===== config.mk =====
export PLATFORM = sky130hd
export DESIGN_NAME = primogen_ranged_flat
export DESIGN_NICKNAME = d
export VERILOG_FILES = /design/src/rtl/primogen_ranged_if.sv /design/src/rtl/primogen_ranged.sv /design/src/flat_wrapper.sv
export SDC_FILE = /design/constraint.sdc
export NUM_CORES = 1
export LEC_CHECK = 0
export CORE_MARGIN = 3
export CORE_UTILIZATION = 40
export DETAILED_ROUTE_END_ITERATION = 16
export GPL_ROUTABILITY_DRIVEN = 0
export PLACE_DENSITY = 0.57
export SYNTH_ARGS = -nofsm -noshare
export SYNTH_HDL_FRONTEND = slang
export SYNTH_SLANG_ARGS = --single-unit

===== constraint.sdc =====
create_clock -name clk -period 5.5 [get_ports clk]
set_input_delay 1.65 -clock clk [delete_from_list [all_inputs] [get_ports clk]]
set_output_delay 1.65 -clock clk [all_outputs]
set_load 0.02 [all_outputs]

===== src/rtl/primogen_ranged_if.sv =====
// Request/result bundle for primogen_ranged: go/load/from in, ready/error/res out.
interface primogen_ranged_if #(
    parameter int WIDTH_LOG = 4
);
    localparam int W = 1 << WIDTH_LOG;

    logic         go;
    logic         load;
    logic [W-1:0] from;
    logic         ready;
    logic         error;
    logic [W-1:0] res;

    modport master (output go, load, from, input ready, error, res);
    modport slave  (input go, load, from, output ready, error, res);
endinterface


===== src/rtl/primogen_ranged.sv =====
// Prime generator: trial division of each candidate with a built-in restoring
// remainder unit, searching either after the last result or from a loaded value.
module primogen_ranged #(
    parameter int WIDTH_LOG = 4
) (
    input  logic             clk,
    input  logic             rst,
    primogen_ranged_if.slave bus
);
    localparam int W = 1 << WIDTH_LOG;

    localparam logic [W-1:0]         ONE_W   = 1;
    localparam logic [W-1:0]         TWO_W   = 2;
    localparam logic [W-1:0]         THREE_W = 3;
    localparam logic [W:0]           ONE_X   = 1;
    localparam logic [W:0]           TWO_X   = 2;
    localparam logic [W:0]           THREE_X = 3;
    localparam logic [2*W-1:0]       FOUR_S  = 4;
    localparam logic [2*W-1:0]       NINE_S  = 9;
    localparam logic [WIDTH_LOG-1:0] CNT_ONE = 1;

    typedef enum logic [2:0] {IDLE, ERROR, CHECK, DIV, EVAL} state_t;

    state_t               state_q, state_d;
    logic [W-1:0]         p_q, p_d;
    logic [W-1:0]         d_q, d_d;
    logic [2*W-1:0]       dsq_q, dsq_d;
    logic [W-1:0]         rem_q, rem_d;
    logic [W-1:0]         dvd_q, dvd_d;
    logic [WIDTH_LOG-1:0] cnt_q, cnt_d;
    logic [W-1:0]         res_q, res_d;
    logic                 error_q, error_d;

    logic [W:0] resPlus2;
    logic [W:0] pNext;
    logic [W:0] remShift;

    always_ff @(posedge clk or posedge rst) begin
        if (rst) begin
            state_q <= IDLE;
            p_q     <= '0;
            d_q     <= '0;
            dsq_q   <= '0;
            rem_q   <= '0;
            dvd_q   <= '0;
            cnt_q   <= '0;
            res_q   <= ONE_W;
            error_q <= 1'b0;
        end else begin
            state_q <= state_d;
            p_q     <= p_d;
            d_q     <= d_d;
            dsq_q   <= dsq_d;
            rem_q   <= rem_d;
            dvd_q   <= dvd_d;
            cnt_q   <= cnt_d;
            res_q   <= res_d;
            error_q <= error_d;
        end
    end

    always_comb begin
        state_d  = state_q;
        p_d      = p_q;
        d_d      = d_q;
        dsq_d    = dsq_q;
        rem_d    = rem_q;
        dvd_d    = dvd_q;
        cnt_d    = cnt_q;
        res_d    = res_q;
        error_d  = error_q;
        resPlus2 = {1'b0, res_q} + TWO_X;
        // Odd candidates step by two; an even one (only from a load) steps to odd.
        if (p_q == TWO_W)
            pNext = THREE_X;
        else if (p_q[0])
            pNext = {1'b0, p_q} + TWO_X;
        else
            pNext = {1'b0, p_q} + ONE_X;
        remShift = {rem_q, dvd_q[W-1]};

        unique case (state_q)
            IDLE, ERROR: begin
                if (bus.go) begin
                    error_d = 1'b0;
                    d_d     = TWO_W;
                    dsq_d   = FOUR_S;
                    state_d = CHECK;
                    if (bus.load) begin
                        p_d = (bus.from < TWO_W) ? TWO_W : bus.from;
                    end else if (res_q < TWO_W) begin
                        p_d = TWO_W;
                    end else if (res_q == TWO_W) begin
                        p_d = THREE_W;
                    end else if (resPlus2[W]) begin
                        error_d = 1'b1;
                        state_d = ERROR;
                    end else begin
                        p_d = resPlus2[W-1:0];
                    end
                end
            end
            CHECK: begin
                if (dsq_q > {{W{1'b0}}, p_q}) begin
                    res_d   = p_q;
                    state_d = IDLE;
                end else begin
                    rem_d   = '0;
                    dvd_d   = p_q;
                    cnt_d   = '0;
                    state_d = DIV;
                end
            end
            DIV: begin
                // remShift fits W bits after a successful subtract since rem < d.
                if (remShift >= {1'b0, d_q})
                    rem_d = remShift[W-1:0] - d_q;
                else
                    rem_d = remShift[W-1:0];
                dvd_d = dvd_q << 1;
                cnt_d = cnt_q + CNT_ONE;
                if (cnt_q == '1)
                    state_d = EVAL;
            end
            EVAL: begin
                if (rem_q == '0) begin
                    if (pNext[W]) begin
                        error_d = 1'b1;
                        state_d = ERROR;
                    end else begin
                        p_d     = pNext[W-1:0];
                        d_d     = TWO_W;
                        dsq_d   = FOUR_S;
                        state_d = CHECK;
                    end
                end else begin
                    if (d_q == TWO_W) begin
                        d_d   = THREE_W;
                        dsq_d = NINE_S;
                    end else begin
                        dsq_d = dsq_q + ({{W{1'b0}}, d_q} << 2) + FOUR_S;
                        d_d   = d_q + TWO_W;
                    end
                    state_d = CHECK;
                end
            end
            default: state_d = IDLE;
        endcase
    end

    assign bus.ready = (state_q == IDLE) || (state_q == ERROR);
    assign bus.error = error_q;
    assign bus.res   = res_q;
endmodule

===== src/flat_wrapper.sv =====
// flat-port wrapper written by rule: the top's interface ports become plain ports
module primogen_ranged_flat 
#(
    parameter int WIDTH_LOG = 4
)
  (clk, rst, bus_go, bus_load, bus_from, bus_ready, bus_error, bus_res);
  primogen_ranged_if #(.WIDTH_LOG(WIDTH_LOG)) bus_i ();
  input  logic clk;
  input  logic rst;
  input wire logic [$bits(bus_i.go)-1:0] bus_go;
  input wire logic [$bits(bus_i.load)-1:0] bus_load;
  input wire logic [$bits(bus_i.from)-1:0] bus_from;
  output wire logic [$bits(bus_i.ready)-1:0] bus_ready;
  output wire logic [$bits(bus_i.error)-1:0] bus_error;
  output wire logic [$bits(bus_i.res)-1:0] bus_res;
  assign bus_i.go = bus_go;
  assign bus_i.load = bus_load;
  assign bus_i.from = bus_from;
  assign bus_ready = bus_i.ready;
  assign bus_error = bus_i.error;
  assign bus_res = bus_i.res;
  primogen_ranged #(.WIDTH_LOG(WIDTH_LOG)) u_core (.clk(clk), .rst(rst), .bus(bus_i));
endmodule

==> impl_results.md <==
* Largest net degree at the start of global routing at 71
* Ys flop type: dfrtp_1
* DRT antenna net count at 0
* Pleak at 4.36 nW
* Clk pin slew, worst setup/hold paths at 70 ps
* Core Region at 20400 sq um
* Min cycle time layout at 3890 ps
* Synth Cell Area at 8370 sq um
* All-Layer GR Usage at 0.208
* Die height at 151 um
* Post-synth cell types at 69
* Peak supply drop at 0.240 mV
* Post-CTS sizing at 0
* Routed wire per std cell at 18.2 um
* Layout Cells excl Fill at 1271
* Postcts setup bufs at 0
* Yosys warns at 0
* Power Dens Cells at 501 nW/um^2
* Synth Instances at 960
* DRT iter0 DRCs at 478
* HPWL Detailed at 17000 um
* Full die area at 22700 sq um
* Least-Margin Pin Slew at 936 ps
* FF-to-FF path depth at 12
* Hold Path Class: flip-flop to flip-flop
* FF-to-FF Start: u_core.d_q[1]$_DFFE_PP0P_
* CP Data Required Time at 5810 ps
* Achievable Freq at 257 MHz
* Initial antenna violation count at 0
* Post-DP Area at 8990 sq um
* Synth area leader: dfrtp_1
* Status: finished, final reports clean
* Post-route cell area at 9570 sq um
* Core Util, Final at 0.468
* Chip width at 151 um
* Top Ports at 38
* IO Port Bufs at 37
* Commonest cells in the netlist: 118 x dfrtp_1, 113 x nand2_1, 95 x nor2_1
* Final WL at 23100 um
* Nets at 1079
* H-tree depth at 4
* #FFs+latches synth at 119
* Most common cell in the netlist: dfrtp_1
* Final setup margin at 1610 ps
* Share of cells above drive strength 1 at 0.0779
* Setup TNS at 0 ps
* Synth top area cells: dfrtp_1 35%, ha_1 10%, nand2_1 5.1%
* Hold depth at 1
* Arr. time, crit path at 4210 ps
* First drt pass iteration count at 5
* RR Endpoint: u_core.dsq_q[27]$_DFFE_PP0P_
* CTS tree: built
* Vias per cell at 5.65
* CTS Root Cell: clkbuf_16
* Inserted Clock Buffers at 17
* Post-synth top area share at 0.353
* Setup slack at placement at 1270 ps
* Via Count at 7187
* Starting Density at 0.410
* DRC at 0
* Max Cap Viol at 0
* # fillers at 2046
* Seq/Total Area, Yosys at 0.356
* Register-to-register setup slack at 1610 ps
* Layout area overhead at 14.3%
* Worst skew pair latency at 420 ps
* Hold_sp: u_core.dsq_q[0]$_DFFE_PP0P_
* Clk sink count at 119
* Setup CP Type: flip-flop to flip-flop
* Setup crit start kind: flip-flop
* Pins over their slew limit at 0
* Hold Fails Final Rpt at 0
* Worst Skew at 13.6 ps
* First-pass GRT wire length at 37400 um
* Cts-stage hold buffer count at 0
* Vias in the first global route at 6873
* Max Root-Sink Buffers at 2
* Final period util at 0.708
* Post-synth ARST share at 1.00
* RSZ-0062 raised after global routing: false
* ANT cells at 0
* Area occupied by registers at 2980 sq um
* Mapped Nets at 1051
* Grt ovf at 0
* Syn Area/Cell at 8.72 sq um
* Peak fanout along the critical path at 12
* Area of the multi-input gates at 5010 sq um
* Dpl cells at 1239
* Core Rows at 52
* Final setup vio count at 0
* Post-synth EDFFs at 0
* Crit path capture type: flip-flop
* Slew headroom at 0.376
* Hold Path End: u_core.dsq_q[0]$_DFFE_PP0P_
## flip-flops by register name (all words and copies together) (netlist names), 3 cells and up
| name | flops |
|---|---|
| u_core.dsq_q | 31 |
| u_core.bus.res | 16 |
| u_core.d_q | 16 |
| u_core.dvd_q | 16 |
| u_core.p_q | 16 |
| u_core.rem_q | 16 |
| u_core.cnt_q | 4 |
| u_core.state_q | 3 |
## stage by stage
stage	power (mW)	hold slack, ps
6_report	4.80	506
5_1_grt	5.16	518
4_1_cts	4.81	508
3_5_place_dp	3.70	485
3_3_place_gp	3.67	497
2_1_floorplan	3.03	464
## area by class of cell
type,count,area share
clock buffer,17,0.0445
clock inverter,15,0.0157
inverter,58,0.0230
multi-input combinational,747,0.524
sequential,119,0.311
tap,270,0.0353
timing repair buffer,45,0.0463
## routing by layer
metal / up-vias / wire (um) / track usage
met1: 3485 / 11600 / 0.311
li1: 3548 / - / -
met4: 0 / 203 / 0.0440
met2: 136 / 10500 / 0.317
met5: - / 0 / 0
met3: 18 / 865 / 0.0373
## kinds of logic (layout without fill, tap and decap cells)
logic type	count (synthesis)	after routing	share of synthesized area
and+or+nand+nor	360	360	0.206
AOI/OAI and AO/OA	229	229	0.186
DFF	119	119	0.356
buffers and inverters	94	135	0.0459
adders and majority gates	71	71	0.108
xor gates and xnor gates	54	54	0.0565
muxes	33	33	0.0420
## worst max-delay path, stage by stage, from the launching register on
cell and delay, ps:
dfrtp_1 480, ha_1 320, ha_1 250, inv_1 80
fa_1 180, nand2b_1 190, a21oi_1 130, o41ai_1 510
o32ai_1 220, o41ai_1 610, o21ai_2 310, nand3_1 160
mux2_2 330
## placed cells by master (no fill, tap or decap), drive strengths merged, types with 8 or more instances in the layout
cell type / n
o21ai: 65
o21a: 10
and3: 14
dfrtp: 118
buf: 8
a21o: 13
nand2: 113
nand3: 33
mux2: 17
a22o: 15
and2: 9
nor2: 95
mux2i: 16
a21oi: 36
nand4: 21
clkdlybuf4s50: 37
a31oi: 19
clkbuf: 17
xnor2: 43
nor3: 16
nor4: 28
ha: 69
inv: 68
xor2: 11
## how the worst max path moves through the flow
stage,endpoint,start
final,u_core.dsq_q[27]$_DFFE_PP0P_,u_core.d_q[1]$_DFFE_PP0P_
after global routing,u_core.dsq_q[27]$_DFFE_PP0P_,u_core.d_q[1]$_DFFE_PP0P_
after CTS,u_core.dsq_q[27]$_DFFE_PP0P_,u_core.d_q[1]$_DFFE_PP0P_
after detailed placement,u_core.p_q[7]$_DFFE_PP0P_,bus_load
after global placement,u_core.d_q[10]$_DFFE_PP0P_,bus_go
after floorplan,u_core.bus.error$_DFFE_PP0P_,rst
## where the power goes
part | total [mW] | switching (mW) | internal, mW
combinational | 2.22 | 1.29 | 0.937
sequential | 1.47 | 0.373 | 1.10
clock | 1.10 | 0.496 | 0.604
total | 4.80 | 2.16 | 2.64
(Power assumes the default switching activity.)
